$ cat config.mk
export PLATFORM = sky130hd
export DESIGN_NAME = mmio_display_io_ctrl
export DESIGN_NICKNAME = d
export VERILOG_FILES = /design/src/rtl/turtle_io_pkg.sv /design/src/rtl/sw_debouncer.sv /design/src/rtl/mmio_display_io_ctrl.sv
export SDC_FILE = /design/constraint.sdc
export NUM_CORES = 1
export LEC_CHECK = 0
export CAP_MARGIN = 15
export CORE_MARGIN = 1
export CORE_UTILIZATION = 40
export DETAILED_ROUTE_END_ITERATION = 12
export PLACE_DENSITY = 0.68
export SLEW_MARGIN = 20
export SYNTH_ARGS = -nofsm -noshare
export SYNTH_HDL_FRONTEND = slang
export SYNTH_HIERARCHICAL = 1
export SYNTH_SLANG_ARGS = --single-unit
$ cat constraint.sdc
create_clock -name clk -period 6.15 [get_ports clk]
set_input_delay 0.615 -clock clk [delete_from_list [all_inputs] [get_ports clk]]
set_output_delay 0.615 -clock clk [all_outputs]
set_load 0.01 [all_outputs]
$ cat src/rtl/turtle_io_pkg.sv
`default_nettype none
// ============================================================================
// Package : turtle_io_pkg
// Brief   : Register-map offsets, CTRL bit indices and seven-segment decode.
// Rev     : 1.0 - initial release
// ============================================================================
package turtle_io_pkg;

  localparam int CTRL_DISP_EN_BIT = 0;
  localparam int LED_OFF          = 0;

  // Offsets pack the register groups back to back from the window base.
  function automatic int disp_off(input int num_leds, input int data_w);
    return LED_OFF + num_leds / data_w;
  endfunction

  function automatic int ctrl_off(input int num_leds, input int num_digits, input int data_w);
    return disp_off(num_leds, data_w) + (4 * num_digits) / data_w;
  endfunction

  function automatic int sw_off(input int num_leds, input int num_digits, input int data_w);
    return ctrl_off(num_leds, num_digits, data_w) + 1;
  endfunction

  function automatic int evt_off(input int num_leds, input int num_digits, input int num_sw,
                                 input int data_w);
    return sw_off(num_leds, num_digits, data_w) + num_sw / data_w;
  endfunction

  // Active-low segments, bit 0 = a .. bit 6 = g.
  function automatic logic [6:0] hex_to_seg(input logic [3:0] v);
    logic [6:0] s;
    case (v)
      4'h0: s = 7'h40;
      4'h1: s = 7'h79;
      4'h2: s = 7'h24;
      4'h3: s = 7'h30;
      4'h4: s = 7'h19;
      4'h5: s = 7'h12;
      4'h6: s = 7'h02;
      4'h7: s = 7'h78;
      4'h8: s = 7'h00;
      4'h9: s = 7'h10;
      4'hA: s = 7'h08;
      4'hB: s = 7'h03;
      4'hC: s = 7'h46;
      4'hD: s = 7'h21;
      4'hE: s = 7'h06;
      default: s = 7'h0E;
    endcase
    return s;
  endfunction

endpackage
`default_nettype wire

$ cat src/rtl/sw_debouncer.sv
`default_nettype none
// ============================================================================
// Module : sw_debouncer
// Brief  : Two-flop synchroniser, shared sample tick, two-sample agreement.
// Rev    : 1.0 - initial release
// ============================================================================
module sw_debouncer #(
  parameter int NUM_SW       = 16,
  parameter int DEBOUNCE_DIV = 500000
) (
  input  logic              clk,
  input  logic              reset,
  input  logic [NUM_SW-1:0] sw_raw,
  output logic [NUM_SW-1:0] sw_db,
  output logic [NUM_SW-1:0] sw_rise
);

  localparam int CNT_W = (DEBOUNCE_DIV > 1) ? $clog2(DEBOUNCE_DIV) : 1;

  logic [NUM_SW-1:0] r_sync1;
  logic [NUM_SW-1:0] r_sync2;
  logic [NUM_SW-1:0] r_sample;
  logic [NUM_SW-1:0] r_db;
  logic [NUM_SW-1:0] r_rise;
  logic [CNT_W-1:0]  r_cnt;
  logic              w_tick;

  assign w_tick  = (r_cnt == CNT_W'(DEBOUNCE_DIV - 1));
  assign sw_db   = r_db;
  assign sw_rise = r_rise;

  always_ff @(posedge clk) begin
    if (reset) begin
      r_sync1  <= '0;
      r_sync2  <= '0;
      r_sample <= '0;
      r_db     <= '0;
      r_rise   <= '0;
      r_cnt    <= '0;
    end else begin
      r_sync1 <= sw_raw;
      r_sync2 <= r_sync1;
      r_cnt   <= w_tick ? '0 : r_cnt + 1'b1;
      r_rise  <= '0;
      if (w_tick) begin
        r_sample <= r_sync2;
        // Where the new and previous samples agree take that value, else hold.
        r_db     <= (r_sync2 & r_sample) | (r_db & (r_sync2 | r_sample));
        r_rise   <= r_sync2 & r_sample & ~r_db;
      end
    end
  end

endmodule
`default_nettype wire

$ cat src/rtl/mmio_display_io_ctrl.sv
`default_nettype none
// ============================================================================
// Module : mmio_display_io_ctrl
// Brief  : MMIO LEDs, multiplexed hex display, debounced switches, edge flags.
// Rev    : 1.0 - initial release
// ============================================================================
module mmio_display_io_ctrl
  import turtle_io_pkg::*;
#(
  parameter int                  DATA_W       = 8,
  parameter int                  D_ADDR_W     = 12,
  parameter logic [D_ADDR_W-1:0] BASE_ADDR    = 12'hFF0,
  parameter int                  NUM_LEDS     = 16,
  parameter int                  NUM_SW       = 16,
  parameter int                  NUM_DIGITS   = 4,
  parameter int                  REFRESH_DIV  = 100000,
  parameter int                  DEBOUNCE_DIV = 500000
) (
  input  logic                    clk,
  input  logic                    reset,
  input  logic [D_ADDR_W-1:0]     data_addr,
  input  logic                    write_enable,
  input  logic [DATA_W-1:0]       write_data,
  output logic [DATA_W-1:0]       read_data,
  output logic                    io_hit,
  input  logic [NUM_SW-1:0]       sw,
  output logic [NUM_LEDS-1:0]     led,
  output logic [6:0]              seg,
  output logic [NUM_DIGITS-1:0]   an,
  input  logic                    debug_enable,
  input  logic [4*NUM_DIGITS-1:0] debug_value
);

  localparam int LB       = NUM_LEDS / DATA_W;
  localparam int DB       = (4 * NUM_DIGITS) / DATA_W;
  localparam int SB       = NUM_SW / DATA_W;
  localparam int DISP_OFF = disp_off(NUM_LEDS, DATA_W);
  localparam int CTRL_OFF = ctrl_off(NUM_LEDS, NUM_DIGITS, DATA_W);
  localparam int SW_OFF   = sw_off(NUM_LEDS, NUM_DIGITS, DATA_W);
  localparam int EVT_OFF  = evt_off(NUM_LEDS, NUM_DIGITS, NUM_SW, DATA_W);
  localparam int REF_W    = (REFRESH_DIV > 1) ? $clog2(REFRESH_DIV) : 1;
  localparam int IDX_W    = $clog2(NUM_DIGITS);

  logic [DATA_W-1:0]       r_led [LB];
  logic [DATA_W-1:0]       r_disp [DB];
  logic                    r_ctrl_en;
  logic [DATA_W-1:0]       r_evt;
  logic [DATA_W-1:0]       r_read_data;
  logic [REF_W-1:0]        r_refresh_cnt;
  logic [IDX_W-1:0]        r_digit_idx;
  logic [NUM_DIGITS-1:0]   r_an;
  logic [6:0]              r_seg;

  logic [3:0]              w_off;
  logic                    w_wr;
  logic                    w_evt_wr;
  logic [DATA_W-1:0]       w_rd_mux;
  logic [NUM_SW-1:0]       w_sw_db;
  logic [NUM_SW-1:0]       w_sw_rise;
  logic [4*NUM_DIGITS-1:0] w_disp_flat;
  logic [4*NUM_DIGITS-1:0] w_nib_src;
  logic [3:0]              w_nibble;
  logic                    w_refresh_tc;

  // The window is 16-aligned, so the low address nibble is the offset.
  assign io_hit   = (data_addr[D_ADDR_W-1:4] == BASE_ADDR[D_ADDR_W-1:4]);
  assign w_off    = data_addr[3:0];
  assign w_wr     = write_enable & io_hit;
  assign w_evt_wr = w_wr & (w_off == 4'(EVT_OFF));

  sw_debouncer #(
    .NUM_SW       (NUM_SW),
    .DEBOUNCE_DIV (DEBOUNCE_DIV)
  ) u_sw_debouncer (
    .clk     (clk),
    .reset   (reset),
    .sw_raw  (sw),
    .sw_db   (w_sw_db),
    .sw_rise (w_sw_rise)
  );

  generate
    for (genvar gi = 0; gi < LB; gi++) begin : g_led_out
      assign led[gi*DATA_W +: DATA_W] = r_led[gi];
    end
    for (genvar gi = 0; gi < DB; gi++) begin : g_disp_flat
      assign w_disp_flat[gi*DATA_W +: DATA_W] = r_disp[gi];
    end
    if (NUM_SW > DATA_W) begin : g_unused_rise
      logic w_unused_rise;
      assign w_unused_rise = ^w_sw_rise[NUM_SW-1:DATA_W];
    end
  endgenerate

  always_comb begin
    w_rd_mux = '0;
    for (int i = 0; i < LB; i++)
      if (w_off == 4'(LED_OFF + i)) w_rd_mux = r_led[i];
    for (int i = 0; i < DB; i++)
      if (w_off == 4'(DISP_OFF + i)) w_rd_mux = r_disp[i];
    if (w_off == 4'(CTRL_OFF)) w_rd_mux = DATA_W'(r_ctrl_en);
    for (int i = 0; i < SB; i++)
      if (w_off == 4'(SW_OFF + i)) w_rd_mux = w_sw_db[i*DATA_W +: DATA_W];
    if (w_off == 4'(EVT_OFF)) w_rd_mux = r_evt;
  end

  always_ff @(posedge clk) begin
    if (reset) begin
      for (int i = 0; i < LB; i++) r_led[i] <= '0;
      for (int i = 0; i < DB; i++) r_disp[i] <= '0;
      r_ctrl_en   <= 1'b1;
      r_evt       <= '0;
      r_read_data <= '0;
    end else begin
      r_read_data <= io_hit ? w_rd_mux : '0;
      if (w_wr) begin
        for (int i = 0; i < LB; i++)
          if (w_off == 4'(LED_OFF + i)) r_led[i] <= write_data;
        for (int i = 0; i < DB; i++)
          if (w_off == 4'(DISP_OFF + i)) r_disp[i] <= write_data;
        if (w_off == 4'(CTRL_OFF)) r_ctrl_en <= write_data[CTRL_DISP_EN_BIT];
      end
      // Applying the clear before OR-ing in new edges lets a same-cycle set win.
      r_evt <= (r_evt & ~(w_evt_wr ? write_data : '0)) | w_sw_rise[DATA_W-1:0];
    end
  end

  assign read_data    = r_read_data;
  assign w_refresh_tc = (r_refresh_cnt == REF_W'(REFRESH_DIV - 1));
  assign w_nib_src    = debug_enable ? debug_value : w_disp_flat;
  assign w_nibble     = w_nib_src[r_digit_idx*4 +: 4];

  always_ff @(posedge clk) begin
    if (reset) begin
      r_refresh_cnt <= '0;
      r_digit_idx   <= '0;
      r_an          <= '1;
      r_seg         <= 7'h7F;
    end else begin
      r_refresh_cnt <= w_refresh_tc ? '0 : r_refresh_cnt + 1'b1;
      if (w_refresh_tc)
        r_digit_idx <= (r_digit_idx == IDX_W'(NUM_DIGITS - 1)) ? '0 : r_digit_idx + 1'b1;
      if (!r_ctrl_en && !debug_enable) begin
        r_an  <= '1;
        r_seg <= 7'h7F;
      end else begin
        r_an  <= ~(NUM_DIGITS'(1) << r_digit_idx);
        r_seg <= hex_to_seg(w_nibble);
      end
    end
  end

  assign an  = r_an;
  assign seg = r_seg;

endmodule
`default_nettype wire

==> metrics <==
RSZ-0062 raised after global routing false; hold violation total from the final report 0; Syn Inst Count 682; Power Density 279 nW/um^2; Detail Route Antenna Nets 0; final std cells w/o fill 997; Syn. warnings 6; Post-CTS Hold Buffers 0; clk_skew 0.00651 ns; Root Buffer clkbuf_16; grt met1 use 0.230; register area 3720 sq um; met3 Use GR 0.0415; area occupied by multi-input gates 2960 sq um; fin crit period 3.16 ns; M2 GR Usage 0.289; total track usage 0.179; number of max-cap violations 0; core area 16700 sq um; final number of setup-violating endpoints 0; Post-CTS Setup Repair Bufs 0; Final Util 0.510; crit path buf inv count 1; fin worst setup slack 2.99 ns; DIE AREA 17800 sq um; Std-Cell Rows 47; worst endpoint required time 6.43 ns; number of diodes 0; via count 5201; most used routing layer met2; Max VDD drop 221 uV; H-tree depth 4; Iteration-0 DRC Markers 333; mapped cell area 6900 sq um; Clock Pin Slew Worst Setup and Hold Paths 0.06 ns; detailed-placement wirelength estimate 11.2 mm; Crit-path slowest cell clkdlybuf4s50_1; global route overflow 0; layout cells sized above 1 0.0695; Final Slew Violations 0; static leakage 3.10 nW; largest net degree at the start of global routing 61; gpl congestion 0.818; CP cell instances clkdlybuf4s50_1 -> mux4_2 -> mux2i_1 -> a21bo_2 -> a21oi_1 -> o31ai_1; HP Class flop to flop; Fillers 1507; initial core utilization 0.413; final worst-path cycle share 0.514; number of I/O pins 92; critical path peak fanout 14; Num CTS Buffers 17; CTS tree done; Layout area overhead 23.5%; Layout Nets 832; Port Buffer Count 91; WL per Instance 15.5 microns; Worst setup SP type input port; Remaining DRCs 0; Die W 133 microns; global-route wire length before repair 24.8 mm; clk_lat worst skew 0.42 ns; initial antenna violation count 0; DRT Pass-1 Iters 5; highest clock rate 0.316 GHz; Syn Area/Cell 10.1 sq um; syn nets 750; status complete, no violations; Avg Vias per Cell 5.22; Post-Route WL 15.5 mm; Top Family by Delay on Critical Path multiplexers; pre-CTS WS 2.57 ns; vias in the first global route 4892; CTS Buffer Depth 2; post-cts repair resize count 0; die height 133 microns; CP arrival 3.44 ns; Placed Cells 965; CTS Sinks 170; Critical Path Max Stage Delay 0.94 ns; Slew @ Worst Pin 0.919 ns; Post-Route Setup TNS 0 ns; crit end category flop; Worst slew margin 0.370; Worst Setup Path Type input port to flop
layer usage:
| layer | share of wire | vias to the layer above |
|---|---|---|
| met5 | 0 | - |
| met4 | 0.016 | 0 |
| met3 | 0.047 | 20 |
| met2 | 0.48 | 150 |
| met1 | 0.46 | 2465 |
| li1 | - | 2566 |
cell type report:
type	count	share of cell area
inverters	16	0.00705
clock inverters	13	0.0167
flip-flops and latches	170	0.437
well taps	220	0.0323
clock buffers	19	0.0508
repair buffers	94	0.109
multi-input cells	465	0.347
flip-flops by register name, summed over array words and instances (netlist names), 2 cells and up:
signal	count
u_sw_debouncer/r_cnt	19
r_refresh_cnt	17
u_sw_debouncer/r_sync1	16
u_sw_debouncer/r_sample	16
r_led	16
r_digit_idx	2
r_evt	8
an	4
read_data	8
r_disp	16
u_sw_debouncer/sw_rise	8
seg	7
u_sw_debouncer/r_sync2	16
u_sw_debouncer/sw_db	16
stage by stage:
step	instance area (sq um)	total power, mW	hold WS (ns)
detailed placement	7950	1.37	0.421
floorplan	6900	1.28	0.413
global placement	7940	1.37	0.420
finish	8520	2.38	0.436
global route	8520	2.46	0.454
CTS	8520	2.40	0.437
layout by cell type, fill, tap and decap left out, types with 5 or more instances in the layout:
cell / n
dfxtp_1: 138
clkdlybuf4s50_1: 90
nand2_1: 78
nor2_1: 65
o21ai_0: 41
nor2b_1: 34
edfxtp_1: 32
a22o_1: 32
mux2i_1: 22
a21oi_1: 21
xnor2_1: 19
and2_1: 18
clkbuf_16: 17
nor3_1: 15
inv_1: 14
nand3_1: 13
ha_1: 12
xor2_1: 10
nand4_1: 9
nor4_1: 9
a221oi_1: 8
mux2_2: 5
worst paths after layout:
kind / from / to / slack (ns) / cells after the start
worst max register to register: u_sw_debouncer/r_cnt[0]$_SDFF_PP0_ / u_sw_debouncer/sw_rise[0]$_SDFF_PP0_ / 3.69 / 5
worst min register to register: u_sw_debouncer/r_sync1[7]$_SDFF_PP0_ / u_sw_debouncer/r_sync2[7]$_SDFF_PP0_ / 0.44 / 1
worst min-delay path: u_sw_debouncer/r_sync1[7]$_SDFF_PP0_ / u_sw_debouncer/r_sync2[7]$_SDFF_PP0_ / 0.44 / 1
worst max-delay path: debug_enable / seg[0]$_SDFF_PP1_ / 2.99 / 6
report_power, final:
part	switching (mW)	internal [mW]
Combinational	0.0779	0.0849
Clock	0.435	0.602
Sequential	0.0177	1.16
Total	0.531	1.85
No activity file was read; power rests on OpenSTA's default activity.
